**src/rtl/ex_mem_skid_reg.sv**
```systemverilog
// EX->MEM pipeline register with a 2-entry skid buffer.
// Captures ALU results, merges SLT/SLTU compare flags into the data,
// and hands one result per cycle to MEM over a valid/ready handshake.
// in_ready and out_valid come straight from flops.
//
// Ports:
//   clk, rst           clock (rising), async active-high reset
//   in_valid/in_ready  upstream handshake from EX
//   alu_res/cout/cmp   ALU outputs, alu_ctrl selects the merge
//   rd_addr, rd_we     destination register info
//   flush              synchronous squash of all held results
//   out_valid/ready    downstream handshake to MEM
//   out_data/zero      merged result and its zero flag
//   out_rd_addr/we     destination register, we forced 0 for x0
//   out_cout           only when EX_MEM_COUT_EN is defined
//
// Optional feature macro: EX_MEM_COUT_EN (carries alu_cout to out_cout).

module ex_mem_skid_reg #(
    parameter int N    = 4,
    parameter int RA_W = 5
) (
    input  logic            clk,
    input  logic            rst,
    input  logic            in_valid,
    output logic            in_ready,
    input  logic [N-1:0]    alu_res,
    input  logic            alu_cout,
    input  logic            alu_cmp,
    input  logic [3:0]      alu_ctrl,
    input  logic [RA_W-1:0] rd_addr,
    input  logic            rd_we,
    input  logic            flush,
    output logic            out_valid,
    input  logic            out_ready,
    output logic [N-1:0]    out_data,
    output logic            out_zero,
    output logic [RA_W-1:0] out_rd_addr,
    output logic            out_rd_we
`ifdef EX_MEM_COUT_EN
    ,
    output logic            out_cout
`endif
);

    localparam logic [3:0] CTRL_SLT  = 4'b1000;
    localparam logic [3:0] CTRL_SLTU = 4'b1001;

    typedef enum logic [1:0] {
        EMPTY = 2'd0,
        ONE   = 2'd1,
        FULL  = 2'd2
    } state_t;

    state_t state_q;
    state_t state_d;

    logic            in_fire;
    logic            out_fire;
    logic            load_in;
    logic            load_skid;
    logic            skid_to_out;

    logic            is_cmp;
    logic [N-1:0]    cap_data;
    logic            cap_zero;
    logic            cap_we;

    logic [N-1:0]    skid_data;
    logic            skid_zero;
    logic [RA_W-1:0] skid_rd_addr;
    logic            skid_rd_we;

`ifdef EX_MEM_COUT_EN
    logic            cap_cout;
    logic            skid_cout;
`else
    logic            unused_cout;
    assign unused_cout = alu_cout;
`endif

    assign in_fire  = in_valid & in_ready;
    assign out_fire = out_valid & out_ready;

    // Result merge applied at capture time
    always_comb begin
        is_cmp   = (alu_ctrl == CTRL_SLT) || (alu_ctrl == CTRL_SLTU);
        cap_data = alu_res;
        if (is_cmp) begin
            cap_data    = '0;
            cap_data[0] = alu_cmp;
        end
        cap_zero = (cap_data == '0);
        cap_we   = rd_we & (rd_addr != '0);
`ifdef EX_MEM_COUT_EN
        cap_cout = is_cmp ? 1'b0 : alu_cout;
`endif
    end

    // Occupancy FSM: next state and datapath load strobes
    always_comb begin
        state_d     = state_q;
        load_in     = 1'b0;
        load_skid   = 1'b0;
        skid_to_out = 1'b0;
        if (flush) begin
            state_d = EMPTY;
        end else begin
            unique case (state_q)
                EMPTY: begin
                    if (in_fire) begin
                        state_d = ONE;
                        load_in = 1'b1;
                    end
                end
                ONE: begin
                    if (in_fire && out_fire) begin
                        load_in = 1'b1;
                    end else if (in_fire) begin
                        state_d   = FULL;
                        load_skid = 1'b1;
                    end else if (out_fire) begin
                        state_d = EMPTY;
                    end
                end
                FULL: begin
                    if (out_fire) begin
                        state_d     = ONE;
                        skid_to_out = 1'b1;
                    end
                end
                default: begin
                    state_d = EMPTY;
                end
            endcase
        end
    end

    // State plus handshake flops, decoded from the next state
    always_ff @(posedge clk or posedge rst) begin
        if (rst) begin
            state_q   <= EMPTY;
            in_ready  <= 1'b1;
            out_valid <= 1'b0;
        end else begin
            state_q   <= state_d;
            in_ready  <= (state_d != FULL);
            out_valid <= (state_d != EMPTY);
        end
    end

    // Output and skid entries
    always_ff @(posedge clk or posedge rst) begin
        if (rst) begin
            out_data     <= '0;
            out_zero     <= 1'b0;
            out_rd_addr  <= '0;
            out_rd_we    <= 1'b0;
            skid_data    <= '0;
            skid_zero    <= 1'b0;
            skid_rd_addr <= '0;
            skid_rd_we   <= 1'b0;
`ifdef EX_MEM_COUT_EN
            out_cout     <= 1'b0;
            skid_cout    <= 1'b0;
`endif
        end else if (flush) begin
            // Data may go stale; only the write enables are squashed
            out_rd_we  <= 1'b0;
            skid_rd_we <= 1'b0;
        end else begin
            if (load_in) begin
                out_data    <= cap_data;
                out_zero    <= cap_zero;
                out_rd_addr <= rd_addr;
                out_rd_we   <= cap_we;
`ifdef EX_MEM_COUT_EN
                out_cout    <= cap_cout;
`endif
            end else if (skid_to_out) begin
                out_data    <= skid_data;
                out_zero    <= skid_zero;
                out_rd_addr <= skid_rd_addr;
                out_rd_we   <= skid_rd_we;
`ifdef EX_MEM_COUT_EN
                out_cout    <= skid_cout;
`endif
            end
            if (load_skid) begin
                skid_data    <= cap_data;
                skid_zero    <= cap_zero;
                skid_rd_addr <= rd_addr;
                skid_rd_we   <= cap_we;
`ifdef EX_MEM_COUT_EN
                skid_cout    <= cap_cout;
`endif
            end
        end
    end

endmodule

```
**config.mk**
```make
export PLATFORM = sky130hd
export DESIGN_NAME = ex_mem_skid_reg
export DESIGN_NICKNAME = d
export VERILOG_FILES = /design/src/rtl/ex_mem_skid_reg.sv
export SDC_FILE = /design/constraint.sdc
export NUM_CORES = 1
export LEC_CHECK = 0
export CAP_MARGIN = 40
export CORE_ASPECT_RATIO = 1.4
export CORE_MARGIN = 2
export CORE_UTILIZATION = 42
export CTS_CLUSTER_DIAMETER = 200
export DETAILED_ROUTE_END_ITERATION = 12
export HOLD_SLACK_MARGIN = 0.06
export PLACE_DENSITY = 0.84
export SLEW_MARGIN = 20
export SYNTH_ARGS = -nofsm -noshare
export SYNTH_HDL_FRONTEND = slang
export SYNTH_SLANG_ARGS = --single-unit
```
**constraint.sdc**
```tcl
create_clock -name clk -period 1.6 [get_ports clk]
set_clock_uncertainty 0.15 [all_clocks]
set_input_delay 0.32 -clock clk [delete_from_list [all_inputs] [get_ports clk]]
set_output_delay 0.32 -clock clk [all_outputs]
set_load 0.005 [all_outputs]
```
==> flow_metrics.py <==
metrics = {
    "run_status": {
        "status": "finished with violations",
        "violations": "negative setup slack",
    },
    "floorplanning": {
        "die-area_mm2": 0.00331,
        "die_h_um": 67.2,
        "die_w_um": 49.2,
        "std_cell_rows": 22,
        "boundaryPins": 34,
        "initial_utilization_pct": 44.9,
        "core_mm2": 0.00267,
    },
    "logic_synthesis": {
        "async_flop_share_pct": 100,
        "ys_types": 36,
        "ys_top_cells_by_area": "dfrtp_1 (52%), mux2_2 (4.7%), nand2_1 (3.8%)",
        "synth_top_area_share_pct": 52.1,
        "syn_avg_cell_area_um2": 11.3,
        "yosysTopAreaCell": "dfrtp_1",
        "synth.cell_area_mm2": 0.00120,
        "ys_ff_latch": 26,
        "syn_inst": 106,
        "syn_nets": 127,
        "yosys_warnings": 0,
        "synth_edf_count": 0,
        "ys.flop_type": "dfrtp_1",
        "ys_seq_area_share_pct": 54.3,
    },
    "power_and_ir_drop": {
        "combPwrFrac_pct": 37.4,
        "power_frac_seq_pct": 47.7,
        "power.density_mw_per_mm2": 1030,
        "power_switching_share_pct": 29.9,
        "p_leak_uw": 0.000958,
        "irDropWorstVdd_mv": 0.850,
        "power_frac_clock_pct": 15.0,
        "p_switching_uw": 631,
        "p_total_uw": 2110,
        "internal-power_uw": 1480,
    },
    "sta": {
        "holdWs_ps": 129,
        "fin_ws_ps": -242,
        "period_share_pct": 115,
        "max_freq_mhz": 543,
        "slew_viol_final": 0,
        "setup_viol": 23,
        "fin_crit_ps": 1840,
        "tightest_slew_ps": 389,
        "max_slew_margin_pct": 74.0,
        "hold_viol_final": 0,
        "finalSetupTns_ps": -2490,
        "rsz0062_at_grt": "true",
    },
    "hold_path": {
        "hp-class": "in2async",
    },
    "setup_path": {
        "worstPathMaxFanout": 7,
        "worstSetupStartpointType": "register",
        "path_class": "reg2reg",
        "cp-end-kind": "register",
        "crit_arrival_ps": 1910,
        "required_ps": 1670,
    },
    "place": {
        "port_buffers": 31,
        "gp_congestion": 0.804,
        "place_area_mm2": 0.00172,
        "place_hpwl_mm": 2.39,
        "dp_slack_ps": -597,
    },
    "clocking": {
        "ctsLongestPathBuffers": 2,
        "hold_buffers": 0,
        "clock_latency_ps": 310,
        "clk_pin_slew_ps": 130,
        "clockRootBuffer": "clkbuf_4",
        "cts_max_level": 1,
        "cts_sinks": 26,
        "cts_buffers": 3,
        "cts_tree": "yes",
    },
    "grt": {
        "antenna_found_initial": 0,
        "gr-usage-all-layers_pct": 22.3,
        "grt_overflow_total": 0,
        "grt_pass1_vias": 1163,
        "grt_pass1_wl_mm": 5.55,
        "grt_max_degree": 15,
    },
    "drt": {
        "via_count": 1149,
        "routedWlPerCell_um": 17.2,
        "vias_per_cell": 5.45,
        "ant_nets": 0,
        "drcViolationCount": 0,
        "firstDrtPassIters": 4,
        "drtIter0Drc": 30,
        "routed_wl_mm": 3.62,
    },
    "final_layout": {
        "final_common_cell": "buf_4",
        "diodes": 0,
        "drive_gt1_share_pct": 44.6,
        "num-nets-final": 197,
        "final_area_mm2": 0.00205,
        "final_cell_mix": "buf_4 (31), dfrtp_1 (25), clkdlybuf4s50_1 (14), dlygate4sd2_1 (12), nand2_1 (9)",
        "area_growth_pct": 70.5,
    },
    "flow_run": {
        "max-cap-violations": 0,
    },
}
==> worst max-delay path, cell delays in order (launching register included) <==
cell	delay, ps
dfrtp_1	420
a21boi_2	170
or3_4	410
buf_6	140
buf_12	140
o22ai_4	150
o2bb2a_4	170
==> flip-flops by register name, indices dropped and copies added, names as in the netlist <==
register / flops
state_q: 2
skid_rd_we: 1
in_ready: 1
out_data: 4
skid_zero: 1
skid_rd_addr: 5
out_rd_we: 1
skid_data: 4
out_valid: 1
out_zero: 1
out_rd_addr: 5
==> final timing paths <==
kind,depth (start not counted),end,start,slack (ps)
max in group asynchronous,3,state_q[0],rst,700
min in group clk,3,skid_rd_addr[1],rd_addr[1],240
min,2,out_valid,rst,130
max,6,out_rd_addr[3],state_q[0],-240
max reg2reg,6,out_rd_addr[3],state_q[0],-240
min reg2reg,2,skid_data[2],skid_data[2],350
==> power by group through the flow <==
stage	Sequential, uW	Combinational [uW]	Clock (uW)
floorplan	960	281	0
global placement	965	582	0
detailed placement	980	610	0
CTS	974	701	330
global route	1020	844	352
finish	1010	788	316
==> per-stage QoR <==
stage	utilization (%)	std cells
floorplan	-	106
global placement	64.4	194
detailed placement	64.4	194
CTS	71.7	208
global route	76.6	211
finish	76.6	211
==> logic make-up after synthesis <==
kind of cell    count (synthesis)  share of synthesized area, %
simple gates                   34                          16.2
compound gates                 29                          18.7
flops                          26                          54.3
buf+inv                         9                          3.65
mux                             8                          7.19
==> cell usage after synthesis (all sizes together), types with 2 or more instances <==
master	number
a21oi	2
a2bb2oi	4
mux2	5
mux2i	3
or3	2
dfrtp	25
nand2	12
o21ai	5
a221o	3
inv	5
o22ai	6
and2	4
nor2	6
a22o	2
or4	2
buf	3
==> cell type report <==
type / instances / area [um2]
repair buffers: 69 / 618
multi-input cells: 71 / 676
inverters: 5 / 18.8
fillers: 173 / 624
clock buffers: 4 / 36.3
flip-flops and latches: 26 / 652
well taps: 36 / 45.0
==> per-layer routing <==
metal  track usage, %  wire length [um]  vias to the layer above
met3             3.32               117                        8
met2             41.4              1960                       31
met4             8.57                84                        0
met5                0                 0                        -
li1                 -                 -                      526
met1             25.9              1460                      584
==> what timing repair did <==
item	in CTS	in global routing
pin swaps	6	4
buffers inserted	10	3
endpoints found under the setup margin	35	23
gates resized for setup	42	20
(Power assumes the default switching activity.)
